<file path="config.mk">
export PLATFORM = sky130hd
export DESIGN_NAME = m68k_bus_initiator_flat
export DESIGN_NICKNAME = d
export VERILOG_FILES = /design/src/rtl/m68k_bus_pkg.sv /design/src/rtl/m68k_bus_initiator_if.sv /design/src/rtl/m68k_lane_mux.sv /design/src/rtl/m68k_bus_initiator.sv /design/src/flat_wrapper.sv
export SDC_FILE = /design/constraint.sdc
export NUM_CORES = 1
export LEC_CHECK = 0
export ABC_AREA = 1
export CAP_MARGIN = 20
export CELL_PAD_IN_SITES_DETAIL_PLACEMENT = 1
export CELL_PAD_IN_SITES_GLOBAL_PLACEMENT = 1
export CORE_MARGIN = 2
export CORE_UTILIZATION = 36
export CTS_CLUSTER_DIAMETER = 150
export DETAILED_ROUTE_END_ITERATION = 12
export PLACE_DENSITY_LB_ADDON = 0.1
export SYNTH_ARGS = -nofsm -noshare
export SYNTH_HDL_FRONTEND = slang
export SYNTH_SLANG_ARGS = --single-unit
</file>
<file path="constraint.sdc">
create_clock -name CLK -period 7.4 [get_ports CLK]
set_input_delay 1.48 -clock CLK [delete_from_list [all_inputs] [get_ports CLK]]
set_output_delay 1.48 -clock CLK [all_outputs]
set_load 0.03 [all_outputs]
</file>
<file path="src/rtl/m68k_bus_pkg.sv">
// m68k_bus_pkg: shared types for the 68030 bus initiator.
// SIZ codes, FSM states, port sizes, DSACK decode, size helpers.
package m68k_bus_pkg;

  localparam logic [1:0] SIZ_LONG = 2'b00;
  localparam logic [1:0] SIZ_BYTE = 2'b01;
  localparam logic [1:0] SIZ_WORD = 2'b10;
  localparam logic [1:0] SIZ_3B   = 2'b11;

  typedef enum logic [2:0] {
    S_IDLE,
    S_SETUP,
    S_STROBE,
    S_WAIT,
    S_TERM,
    S_RECOVER
  } state_e;

  typedef enum logic [1:0] {
    PNONE,
    P8,
    P16,
    P32
  } port_e;

  function automatic port_e dsack_decode(
    input logic ds1,
    input logic ds0
  );
    port_e p;
    unique case ({ds1, ds0})
      2'b00:   p = P32;
      2'b01:   p = P16;
      2'b10:   p = P8;
      default: p = PNONE;
    endcase
    return p;
  endfunction

  function automatic logic [2:0] siz_bytes(
    input logic [1:0] siz
  );
    logic [2:0] b;
    unique case (siz)
      SIZ_BYTE: b = 3'd1;
      SIZ_WORD: b = 3'd2;
      SIZ_3B:   b = 3'd3;
      default:  b = 3'd4;
    endcase
    return b;
  endfunction

  function automatic logic [31:0] siz_mask(
    input logic [1:0] siz
  );
    logic [31:0] m;
    unique case (siz)
      SIZ_BYTE: m = 32'h0000_00ff;
      SIZ_WORD: m = 32'h0000_ffff;
      SIZ_3B:   m = 32'h00ff_ffff;
      default:  m = 32'hffff_ffff;
    endcase
    return m;
  endfunction

endpackage

</file>
<file path="src/rtl/m68k_bus_initiator_if.sv">
// m68k_bus_initiator_if: request side + 68030 bus signals.
// master = initiator view, slave = requester/responder view.
interface m68k_bus_initiator_if #(
  parameter int ADDR_W = 28
);
  logic              REQ;
  logic              REQ_RnW;
  logic [1:0]        REQ_SIZ;
  logic [ADDR_W-1:0] REQ_ADDR;
  logic [31:0]       REQ_WDATA;
  logic              BUSY;
  logic              DONE;
  logic [31:0]       RDATA;
  logic              ERR;
  logic              nAS;
  logic              nDS;
  logic              RnW;
  logic              SIZ1;
  logic              SIZ0;
  logic [ADDR_W-1:0] ADDR;
  logic [31:0]       D_OUT;
  logic              D_OE;
  logic [31:0]       D_IN;
  logic              nDSACK1;
  logic              nDSACK0;
  logic              nBERR;

  modport master (
    input  REQ, REQ_RnW, REQ_SIZ,
    input  REQ_ADDR, REQ_WDATA,
    input  D_IN, nDSACK1, nDSACK0, nBERR,
    output BUSY, DONE, RDATA, ERR,
    output nAS, nDS, RnW, SIZ1, SIZ0,
    output ADDR, D_OUT, D_OE
  );

  modport slave (
    output REQ, REQ_RnW, REQ_SIZ,
    output REQ_ADDR, REQ_WDATA,
    output D_IN, nDSACK1, nDSACK0, nBERR,
    input  BUSY, DONE, RDATA, ERR,
    input  nAS, nDS, RnW, SIZ1, SIZ0,
    input  ADDR, D_OUT, D_OE
  );
endinterface

</file>
<file path="src/rtl/m68k_lane_mux.sv">
// m68k_lane_mux: byte count, write-lane replication, read extraction.
// In: a_i, rem_i, port_i, wdata_i, din_i. Out: lanes_o, n_o, rbytes_o.
module m68k_lane_mux
  import m68k_bus_pkg::*;
(
  input  logic [1:0]  a_i,
  input  logic [2:0]  rem_i,
  input  port_e       port_i,
  input  logic [31:0] wdata_i,
  input  logic [31:0] din_i,
  output logic [31:0] lanes_o,
  output logic [2:0]  n_o,
  output logic [31:0] rbytes_o
);

  logic [2:0]  w;
  logic [2:0]  off;
  logic [2:0]  avail;
  logic [31:0] rj;
  logic [1:0]  li;
  logic [1:0]  k;

  always_comb begin
    w   = 3'd1;
    off = 3'd0;
    unique case (port_i)
      P32: begin
        w   = 3'd4;
        off = {1'b0, a_i};
      end
      P16: begin
        w   = 3'd2;
        off = {2'b00, a_i[0]};
      end
      default: ;
    endcase
    avail = w - off;
    n_o   = (rem_i < avail) ? rem_i : avail;
  end

  // Port lanes start at the address offset within the port.
  always_comb begin
    rbytes_o = '0;
    li       = '0;
    for (int i = 0; i < 4; i++) begin
      li = off[1:0] + 2'(i);
      if (3'(i) < n_o)
        rbytes_o = {rbytes_o[23:0],
                    din_i[{~li, 3'b000} +: 8]};
    end
  end

  // Remaining bytes left-justified: byte k sits at rj lane k.
  always_comb begin
    rj      = wdata_i << {3'd4 - rem_i, 3'b000};
    lanes_o = '0;
    k       = '0;
    for (int l = 0; l < 4; l++) begin
      if (2'(l) >= a_i)
        k = 2'(l) - a_i;
      else
        k = a_i[0] ? 2'd0 : 2'(l % 2);
      lanes_o[{~2'(l), 3'b000} +: 8] =
        rj[{~k, 3'b000} +: 8];
    end
  end

endmodule

</file>
<file path="src/rtl/m68k_bus_initiator.sv">
// m68k_bus_initiator: 68030 bus master with dynamic bus sizing.
// Ports: CLK, nRST (sync low), bus (master). Option: BUS_TIMEOUT_EN.
module m68k_bus_initiator
  import m68k_bus_pkg::*;
#(
  parameter int ADDR_W         = 28,
  parameter int TIMEOUT_CYCLES = 255
) (
  input logic                  CLK,
  input logic                  nRST,
  m68k_bus_initiator_if.master bus
);

  state_e            state_q, state_d;
  logic              rnw_q, rnw_d;
  logic [1:0]        siz_q, siz_d;
  logic [ADDR_W-1:0] addr_q, addr_d;
  logic [31:0]       wdata_q, wdata_d;
  logic [2:0]        rem_q, rem_d;
  logic [31:0]       acc_q, acc_d;
  port_e             psz_q, psz_d;
  logic              berr_q, berr_d;
  logic              busy_q, busy_d;
  logic              done_q, done_d;
  logic              err_q, err_d;
  logic [31:0]       rdata_q, rdata_d;

  port_e       port_live;
  port_e       port_sel;
  logic [31:0] lanes;
  logic [2:0]  n;
  logic [31:0] rbytes;
  logic        tmo;
  logic        drive;

  assign port_live = dsack_decode(bus.nDSACK1,
                                  bus.nDSACK0);
  // Live decode while waiting; latched size in TERM.
  assign port_sel = (state_q == S_WAIT) ?
                    port_live : psz_q;

  m68k_lane_mux u_mux (
    .a_i      (addr_q[1:0]),
    .rem_i    (rem_q),
    .port_i   (port_sel),
    .wdata_i  (wdata_q),
    .din_i    (bus.D_IN),
    .lanes_o  (lanes),
    .n_o      (n),
    .rbytes_o (rbytes)
  );

`ifdef BUS_TIMEOUT_EN
  localparam int CW = $clog2(TIMEOUT_CYCLES + 1);
  logic [CW-1:0] cnt_q;
  always_ff @(posedge CLK) begin
    if (!nRST)
      cnt_q <= '0;
    else if (state_q == S_SETUP)
      cnt_q <= '0;
    else if (state_q == S_WAIT)
      cnt_q <= cnt_q + 1'b1;
  end
  assign tmo = (state_q == S_WAIT) &&
               (cnt_q == CW'(TIMEOUT_CYCLES - 1));
`else
  logic unused_tmo;
  assign unused_tmo = (TIMEOUT_CYCLES == 0);
  assign tmo        = 1'b0;
`endif

  always_ff @(posedge CLK) begin
    if (!nRST) begin
      state_q <= S_IDLE;
      rnw_q   <= 1'b1;
      siz_q   <= SIZ_LONG;
      addr_q  <= '0;
      wdata_q <= '0;
      rem_q   <= '0;
      acc_q   <= '0;
      psz_q   <= PNONE;
      berr_q  <= 1'b0;
      busy_q  <= 1'b0;
      done_q  <= 1'b0;
      err_q   <= 1'b0;
      rdata_q <= '0;
    end else begin
      state_q <= state_d;
      rnw_q   <= rnw_d;
      siz_q   <= siz_d;
      addr_q  <= addr_d;
      wdata_q <= wdata_d;
      rem_q   <= rem_d;
      acc_q   <= acc_d;
      psz_q   <= psz_d;
      berr_q  <= berr_d;
      busy_q  <= busy_d;
      done_q  <= done_d;
      err_q   <= err_d;
      rdata_q <= rdata_d;
    end
  end

  always_comb begin
    state_d = state_q;
    rnw_d   = rnw_q;
    siz_d   = siz_q;
    addr_d  = addr_q;
    wdata_d = wdata_q;
    rem_d   = rem_q;
    acc_d   = acc_q;
    psz_d   = psz_q;
    berr_d  = berr_q;
    busy_d  = busy_q;
    done_d  = 1'b0;
    err_d   = err_q;
    rdata_d = rdata_q;
    unique case (state_q)
      S_IDLE: begin
        if (bus.REQ) begin
          state_d = S_SETUP;
          rnw_d   = bus.REQ_RnW;
          siz_d   = bus.REQ_SIZ;
          addr_d  = bus.REQ_ADDR;
          wdata_d = bus.REQ_WDATA;
          rem_d   = siz_bytes(bus.REQ_SIZ);
          acc_d   = '0;
          berr_d  = 1'b0;
          err_d   = 1'b0;
          busy_d  = 1'b1;
        end
      end
      S_SETUP:  state_d = S_STROBE;
      S_STROBE: state_d = S_WAIT;
      S_WAIT: begin
        // Bus error beats a simultaneous DSACK.
        if (!bus.nBERR ||
            (tmo && port_live == PNONE)) begin
          berr_d  = 1'b1;
          state_d = S_TERM;
        end else if (port_live != PNONE) begin
          psz_d   = port_live;
          state_d = S_TERM;
          if (rnw_q)
            acc_d = (acc_q << {n, 3'b000}) | rbytes;
        end
      end
      S_TERM: begin
        state_d = S_RECOVER;
        if (!berr_q) begin
          addr_d = addr_q + ADDR_W'(n);
          rem_d  = rem_q - n;
        end
      end
      S_RECOVER: begin
        if (bus.nDSACK1 && bus.nDSACK0) begin
          if (!berr_q && rem_q != 3'd0) begin
            state_d = S_SETUP;
          end else begin
            state_d = S_IDLE;
            done_d  = 1'b1;
            busy_d  = 1'b0;
            err_d   = berr_q;
            rdata_d = berr_q ? 32'h0 :
                      (acc_q & siz_mask(siz_q));
          end
        end
      end
      default: state_d = S_IDLE;
    endcase
  end

  assign drive = !rnw_q &&
                 (state_q inside {S_SETUP, S_STROBE,
                                  S_WAIT, S_TERM});

  assign bus.nAS   = !(state_q inside {S_STROBE, S_WAIT});
  assign bus.nDS   = !(state_q inside {S_STROBE, S_WAIT});
  assign bus.RnW   = rnw_q;
  assign bus.SIZ1  = rem_q[1];
  assign bus.SIZ0  = rem_q[0];
  assign bus.ADDR  = addr_q;
  assign bus.D_OE  = drive;
  assign bus.D_OUT = drive ? lanes : 32'h0;
  assign bus.BUSY  = busy_q;
  assign bus.DONE  = done_q;
  assign bus.ERR   = err_q;
  assign bus.RDATA = rdata_q;

endmodule

</file>
<file path="src/flat_wrapper.sv">
// flat-port wrapper written by rule: the top's interface ports become plain ports
module m68k_bus_initiator_flat import m68k_bus_pkg::*;
#(
  parameter int ADDR_W         = 28,
  parameter int TIMEOUT_CYCLES = 255
)
  (CLK, nRST, bus_REQ, bus_REQ_RnW, bus_REQ_SIZ, bus_REQ_ADDR, bus_REQ_WDATA, bus_D_IN, bus_nDSACK1, bus_nDSACK0, bus_nBERR, bus_BUSY, bus_DONE, bus_RDATA, bus_ERR, bus_nAS, bus_nDS, bus_RnW, bus_SIZ1, bus_SIZ0, bus_ADDR, bus_D_OUT, bus_D_OE);
  m68k_bus_initiator_if #(.ADDR_W(ADDR_W)) bus_i ();
  input logic CLK;
  input logic nRST;
  input wire logic [$bits(bus_i.REQ)-1:0] bus_REQ;
  input wire logic [$bits(bus_i.REQ_RnW)-1:0] bus_REQ_RnW;
  input wire logic [$bits(bus_i.REQ_SIZ)-1:0] bus_REQ_SIZ;
  input wire logic [$bits(bus_i.REQ_ADDR)-1:0] bus_REQ_ADDR;
  input wire logic [$bits(bus_i.REQ_WDATA)-1:0] bus_REQ_WDATA;
  input wire logic [$bits(bus_i.D_IN)-1:0] bus_D_IN;
  input wire logic [$bits(bus_i.nDSACK1)-1:0] bus_nDSACK1;
  input wire logic [$bits(bus_i.nDSACK0)-1:0] bus_nDSACK0;
  input wire logic [$bits(bus_i.nBERR)-1:0] bus_nBERR;
  output wire logic [$bits(bus_i.BUSY)-1:0] bus_BUSY;
  output wire logic [$bits(bus_i.DONE)-1:0] bus_DONE;
  output wire logic [$bits(bus_i.RDATA)-1:0] bus_RDATA;
  output wire logic [$bits(bus_i.ERR)-1:0] bus_ERR;
  output wire logic [$bits(bus_i.nAS)-1:0] bus_nAS;
  output wire logic [$bits(bus_i.nDS)-1:0] bus_nDS;
  output wire logic [$bits(bus_i.RnW)-1:0] bus_RnW;
  output wire logic [$bits(bus_i.SIZ1)-1:0] bus_SIZ1;
  output wire logic [$bits(bus_i.SIZ0)-1:0] bus_SIZ0;
  output wire logic [$bits(bus_i.ADDR)-1:0] bus_ADDR;
  output wire logic [$bits(bus_i.D_OUT)-1:0] bus_D_OUT;
  output wire logic [$bits(bus_i.D_OE)-1:0] bus_D_OE;
  assign bus_i.REQ = bus_REQ;
  assign bus_i.REQ_RnW = bus_REQ_RnW;
  assign bus_i.REQ_SIZ = bus_REQ_SIZ;
  assign bus_i.REQ_ADDR = bus_REQ_ADDR;
  assign bus_i.REQ_WDATA = bus_REQ_WDATA;
  assign bus_i.D_IN = bus_D_IN;
  assign bus_i.nDSACK1 = bus_nDSACK1;
  assign bus_i.nDSACK0 = bus_nDSACK0;
  assign bus_i.nBERR = bus_nBERR;
  assign bus_BUSY = bus_i.BUSY;
  assign bus_DONE = bus_i.DONE;
  assign bus_RDATA = bus_i.RDATA;
  assign bus_ERR = bus_i.ERR;
  assign bus_nAS = bus_i.nAS;
  assign bus_nDS = bus_i.nDS;
  assign bus_RnW = bus_i.RnW;
  assign bus_SIZ1 = bus_i.SIZ1;
  assign bus_SIZ0 = bus_i.SIZ0;
  assign bus_ADDR = bus_i.ADDR;
  assign bus_D_OUT = bus_i.D_OUT;
  assign bus_D_OE = bus_i.D_OE;
  m68k_bus_initiator #(.ADDR_W(ADDR_W), .TIMEOUT_CYCLES(TIMEOUT_CYCLES)) u_core (.CLK(CLK), .nRST(nRST), .bus(bus_i));
endmodule
</file>
# [Yosys cells after proc, flatten, opt, wreduce, memory -nomap -nowiden]
# Index checks and enable logic that the tools add are counted.
[totals] regBits=139 in_bits=101 out_inout_bits=101 word_cells=151
[classes] addsub=11 magnitude_cmp=9 n_eq_ne=24 n_shift=10 n_mux=49 n_bitwise=11 reduce_logical=24
[ops] cell="$mux W32" n=12
[ops] cell="$shiftx A32 B6 Y8" n=8
[ops] cell="$pmux W32 S3" n=1
[ops] cell="$pmux W32 S2" n=1
[ops] cell="$shl A32 B6 Y32" n=2
[ops] cell="$mux W28" n=2
[ops] cell="$pmux W28 S2" n=1
[ops] cell="$and A32 B32 Y32" n=1
[ops] cell="$or A32 B32 Y32" n=1
[ops] cell="$add A28 B3 Y28" n=1
[ops] cell="$mux W3" n=7
[ops] cell="$pmux W3 S6" n=1
[ops] cell="$reduce_and A3 Y1" n=6
[ops] cell="$not A2 Y2" n=8
[ops] cell="$eq A2 B2 Y1 const B" n=7
[ops] cell="$ne A2 B2 Y1 const B" n=6
[ops] cell="$pmux W3 S2" n=2
[ops] cell="$mux W1" n=10
[ops] cell="$mux W2" n=5
[ops] cell="$reduce_bool A2 Y1" n=5
[ops] cell="$pmux W3 S3" n=1
[ops] cell="$mux W8" n=1
[ops] cell="$eq A2 B1 Y1 const B" n=3
[ops] cell="$eq A3 B2 Y1 const B" n=2
[ops] cell="other kinds (29)" n=44

# [Depth between registers and ports, before layout]
[depth] ltp_word=18 ltp_mapped=31

# [By module]
# A second synthesis with hierarchy kept.
[unflattened] hier_cells=1751 hier_area_um2=10646.5
[modules_own_cells] mod="m68k_bus_initiator" instances=1 cells_per_inst=1098 area_per_inst_um2=7463.4 seq_area_each_um2=2782.7
[modules_own_cells] mod="m68k_lane_mux" instances=1 cells_per_inst=653 area_per_inst_um2=3183.1 seq_area_each_um2=0.0

# [Worst setup path before layout]
# OpenSTA, ideal clock, no wires.
[synth_path] kind="input -> register" start="input port bus_nDSACK0" end="register u_core.addr_q[24] (netlist: u_core.bus.ADDR[24])" setup_ns=0.132 t_arrival_ns=5.789 path_slack_ns=1.479 stages=28 path_buffers=3 path_cell_list="inv_1 > nand2_1 > nand2_1 > nand3_4 > inv_4 > buf_4 > buf_4 > fa_1 > xor2_1 > inv_1 > ha_1 > inv_1 > a21oi_1 > nand3_1 > nand2_2 > buf_2 > ha_1 > fa_1 > nand2_1 > a21boi_1 > nand2_1 > nor3_2 > nand2_1 > nor3_1 > nand3_1 > xnor2_1 > o21bai_1 > a21oi_1"
[synth_via] elab_chain_cells=11 word_cells_on_any_way=15 cone_classes="2 x add/sub; 1 x order compare; 4 x eq/ne; 7 x mux; 1 x reduce/logical"
[synth_rtl] item="start: declaration" line_no="flat_wrapper.sv:18" text="input wire logic [$bits(bus_i.nDSACK0)-1:0] bus_nDSACK0;"
[synth_rtl] item="$eq A2 B2 Y1, or another cell as far along" line_no="m68k_bus_pkg.sv:31" text="unique case ({ds1, ds0})"
[synth_rtl] item="$pmux W2 S3 *" line_no="m68k_bus_pkg.sv:31"
[synth_rtl] item="$mux W2 *" line_no="m68k_bus_initiator.sv:39" text="assign port_sel = (state_q == S_WAIT) ?"
[synth_rtl] item="$eq A2 B2 Y1" line_no="m68k_lane_mux.sv:26" text="unique case (port_i)"
[synth_rtl] item="$pmux W3 S2 / $pmux W2 S2 (equally long branches)" line_no="m68k_lane_mux.sv:26"
[synth_rtl] item="$sub A3 B2 Y3 *" line_no="m68k_lane_mux.sv:37" text="avail = w - off;"
[synth_rtl] item="$lt A3 B3 Y1" line_no="m68k_lane_mux.sv:38" text="n_o = (rem_i < avail) ? rem_i : avail;"
[synth_rtl] item="$mux W3 *" line_no="m68k_lane_mux.sv:38"
[synth_rtl] item="$add A28 B3 Y28 *" line_no="m68k_bus_initiator.sv:151" text="addr_d = addr_q + ADDR_W'(n);"
[synth_rtl] item="$mux W28 *" line_no="m68k_bus_initiator.sv:150" text="if (!berr_q) begin"
[synth_rtl] item="$pmux W28 S2 *" line_no="m68k_bus_initiator.sv:118" text="unique case (state_q)"
[synth_rtl] item="end signal: assignment" line_no="m68k_bus_initiator.sv:91" text="addr_q <= addr_d;"
[synth_rtl] item="end: declaration" line_no="m68k_bus_initiator.sv:17" text="logic [ADDR_W-1:0] addr_q, addr_d;"
# Every way passes the cells marked *; elsewhere a longest branch is shown, timed or not. The select of a mux whose other input is x is not followed.
# A chain may end at the register's enable or synchronous reset.

# [Worst setup path in the final report]
[layout_path] start="input port bus_nDSACK1" end="register u_core.addr_q[22] (netlist: u_core.bus.ADDR[22])"
[layout_via] elab_chain_cells=11 word_cells_on_any_way=15 cone_classes="2 x add/sub; 1 x order compare; 4 x eq/ne; 7 x mux; 1 x reduce/logical"
[layout_rtl] item="start: declaration" line_no="flat_wrapper.sv:17" text="input wire logic [$bits(bus_i.nDSACK1)-1:0] bus_nDSACK1;"
[layout_rtl] item="$eq A2 B2 Y1, or another cell as far along" line_no="m68k_bus_pkg.sv:31"
[layout_rtl] item="$pmux W2 S3 *" line_no="m68k_bus_pkg.sv:31"
[layout_rtl] item="$mux W2 *" line_no="m68k_bus_initiator.sv:39"
[layout_rtl] item="$eq A2 B2 Y1" line_no="m68k_lane_mux.sv:26"
[layout_rtl] item="$pmux W3 S2 / $pmux W2 S2 (equally long branches)" line_no="m68k_lane_mux.sv:26"
[layout_rtl] item="$sub A3 B2 Y3 *" line_no="m68k_lane_mux.sv:37"
[layout_rtl] item="$lt A3 B3 Y1" line_no="m68k_lane_mux.sv:38"
[layout_rtl] item="$mux W3 *" line_no="m68k_lane_mux.sv:38"
[layout_rtl] item="$add A28 B3 Y28 *" line_no="m68k_bus_initiator.sv:151"
[layout_rtl] item="$mux W28 *" line_no="m68k_bus_initiator.sv:150"
[layout_rtl] item="$pmux W28 S2 *" line_no="m68k_bus_initiator.sv:118"
# Marked as above.

==> reports/metrics.csv <==
metric,value,unit
synth-main-ff-cell,dfxtp_1,
clock_latency,0.44,ns
slowest_stage,clkdlybuf4s50_1,
start_util,36.5,%
crit_fanout,14,
p_leak,4.95,nW
status,finished clean,
grt_pass1_wl,59300,µm
power_density,334,mW/mm²
cts.sinks,139,
worstPathRequired,7.68,ns
post-cts-setup-buffers,0,
synth_edf_count,0,
grt_antenna_before_repair,0,
ios,202,
syn_area,0.00978,mm²
core,0.0268,mm²
relSlewSlack,34.9,%
r2r_start,u_core.state_q[1],
drive_above_1_share,5.28,%
fill_cells,3560,
cpMostUsedCell,nand2_1,
worstMarginPinSlew,0.976,ns
place.port_buffers,201,
hold_end,u_core.wdata_q[24],
grt_max_degree,78,
synthDistinctLibCells,48,
ant_nets,0,
ff2ff_path_depth,25,
wl,36700,µm
clock-root-buffer,clkbuf_16,
timing.fmax,153,MHz
place_congestion,0.854,
synth_top_area_cell,dfxtp_1,
yosysWarnings,0,
synth_seq_cells,139,
tns,0,ns
cts_buffers,17,
skew,0.0121,ns
die-area,0.0285,mm²
grt_util_all_layers,25.7,%
cp_cell_sequence,clkdlybuf4s50_1 > nand4_2 > nand3_4 > inv_2 > fa_1 > xor2_1 > inv_1 > ha_1 > inv_1 > a21oi_1 > nand3_1 > nand2_2 > ha_1 > fa_1 > nand2_1 > a21boi_1 > nand2_1 > nor3_2 > nand2_1 > nor3_1 > nand3b_1 > xor2_1 > o21bai_1 > a21oi_1,
r2r_setup_slack,1.83,ns
cts_resized,0,
worst_ep_arrival_time,6.81,ns
final_nets,1868,
worst_setup_path_end_kind,flop,
syn_nets,1729,
yosys-top-cells-count,"nand2_1 (474), o21ai_0 (169), a21oi_1 (159)",
hp-class,flop to flop,
drc,0,
min_from,u_core.wdata_q[24],
drv_cap,0,
cts-htree-levels,4,
rsz0062_at_grt,false,
synthArstFlopShare,0,%
worstHoldPathCells,2,
hold_viol_final,0,
yosysMostFrequentCell,nand2_1,
post_drt_wl_per_cell,17.4,µm
syn_avg_cell_area,6.08,µm²
critPathLaunchType,input pin,
clock_path_buffers,2,
power.total,4.19,mW
finalCritPeriodShare,88.2,%
row_count,60,
cts_hold_buf,0,
cts.clk_slew.worst_paths,0.07,ns
diodes,0,
via_per_inst,5.36,
vias,11300,
cts_tree,built,
die_x,169,µm
timing_worst_setup_path_type,input pin to flop,
overflow,0,
setup_viol,0,
syn2layout_area_growth,28.2,%
drtPass1Iterations,5,
first_global_vias,11000,
dp_hpwl,26700,µm
first_iter_violations,728,
rr_endpoint,u_core.bus.ADDR[22],
finalCriticalPeriod,6.53,ns
drv_slew,0,
synth_seq_area_share,28.4,%
critPathMaxStageDelay,0.52,ns
synthTopCellsByArea,"dfxtp_1 (28%), nand2_1 (18%), o21ai_0 (8.6%), a21oi_1 (8.1%), nand3_1 (5.1%)",
syn_inst,1610,
hold_slack,0.467,ns
die_y,169,µm
synth_top_area_share,28.4,%
peakVddDrop,0.000219,V
-- cell type report --
| class | instances | area, µm² | area share [%] |
|---|---|---|---|
| Sequential cell | 139 | 2780 | 22.2 |
| Multi-Input combinational cell | 1230 | 6060 | 48.3 |
| Timing Repair Buffer | 218 | 2140 | 17.1 |
| Inverter | 143 | 539 | 4.30 |
| Tap cell | 341 | 427 | 3.40 |
| Clock inverter | 15 | 173 | 1.38 |
| Clock buffer | 17 | 425 | 3.39 |
-- sequential cells by signal (all words and copies together), names as in the netlist --
name / count
u_core.siz_q: 2
u_core.bus.RDATA: 32
u_core.bus.ADDR: 28
u_core.state_q: 3
u_core.acc_q: 32
u_core.bus.RnW: 1
u_core.rem_q: 3
u_core.bus.DONE: 1
u_core.berr_q: 1
u_core.bus.ERR: 1
u_core.wdata_q: 32
u_core.psz_q: 2
u_core.bus.BUSY: 1
-- worst max-delay path: cells and delay by family --
kind                     cells  cell delay [ns]
AND/OR/NAND/NOR             10             2.17
adder cells (fa/ha/maj)      4             1.06
AO/OA/AOI/OAI                4             0.87
buffers and inverters        4             0.77
XOR/XNOR                     2             0.44
-- stage by stage --
| stage | area, µm² | utilization, % | setup WS, ns | instances |
|---|---|---|---|---|
| 2_1_floorplan | 9780 | - | 1.48 | 1610 |
| 3_3_place_gp | 12000 | 44.6 | 0.738 | 2071 |
| 3_5_place_dp | 12000 | 44.6 | 0.497 | 2071 |
| 4_1_cts | 12500 | 46.8 | 0.931 | 2103 |
| 5_1_grt | 12500 | 46.8 | 0.436 | 2103 |
| 6_report | 12500 | 46.8 | 0.875 | 2103 |
-- cells in the final DEF (no fill, tap or decap), drive strengths merged, types with 7 or more instances in the layout --
cell type and n:
ha 15, inv 148, a31oi 11, clkinv 9, o211ai 14, nor2 101, clkbuf 17, or2 7
xnor2 9, o21ai 186, o22ai 7, nand2 488, nand4 25, dfxtp 139, nand3 105, a22oi 10
buf 17, a21oi 160, o21bai 22, o2111ai 8, nor3 25, o31ai 8, clkdlybuf4s50 201, xor2 10
-- power breakdown --
group	switching (mW)	total [mW]	internal (mW)
combinational	1.59	2.31	0.721
clock	0.419	0.875	0.456
sequential	0.148	1.01	0.861
total	2.15	4.19	2.04
-- per-layer routing --
metal	global-route usage, %	routed length (µm)	vias to the layer above
met5	0	0	-
met4	5.21	315	0
met3	3.06	1410	24
met2	40.3	16300	246
met1	37.7	18600	5381
li1	-	-	5630
-- worst max-delay path by stage --
stage                startpoint             endpoint  slack [ns]  cells after the start
floorplan           bus_nDSACK0  u_core.bus.ADDR[24]        1.48                     28
global placement    bus_nDSACK1  u_core.bus.ADDR[22]        0.74                     24
CTS                 bus_nDSACK1  u_core.bus.ADDR[22]        0.93                     24
detailed placement  bus_nDSACK1  u_core.bus.ADDR[22]        0.50                     24
finish              bus_nDSACK1  u_core.bus.ADDR[22]        0.87                     24
global route        bus_nDSACK1  u_core.bus.ADDR[22]        0.44                     24
-- logic make-up after synthesis --
| group | Yosys count | share of synthesized area (%) |
|---|---|---|
| compound gates | 437 | 24.6 |
| xor+xnor | 19 | 1.70 |
| fa+ha+maj | 18 | 2.53 |
| buf+inv | 241 | 9.80 |
| flops | 139 | 28.4 |
| simple gates | 756 | 32.9 |
(Power assumes the default switching activity.)
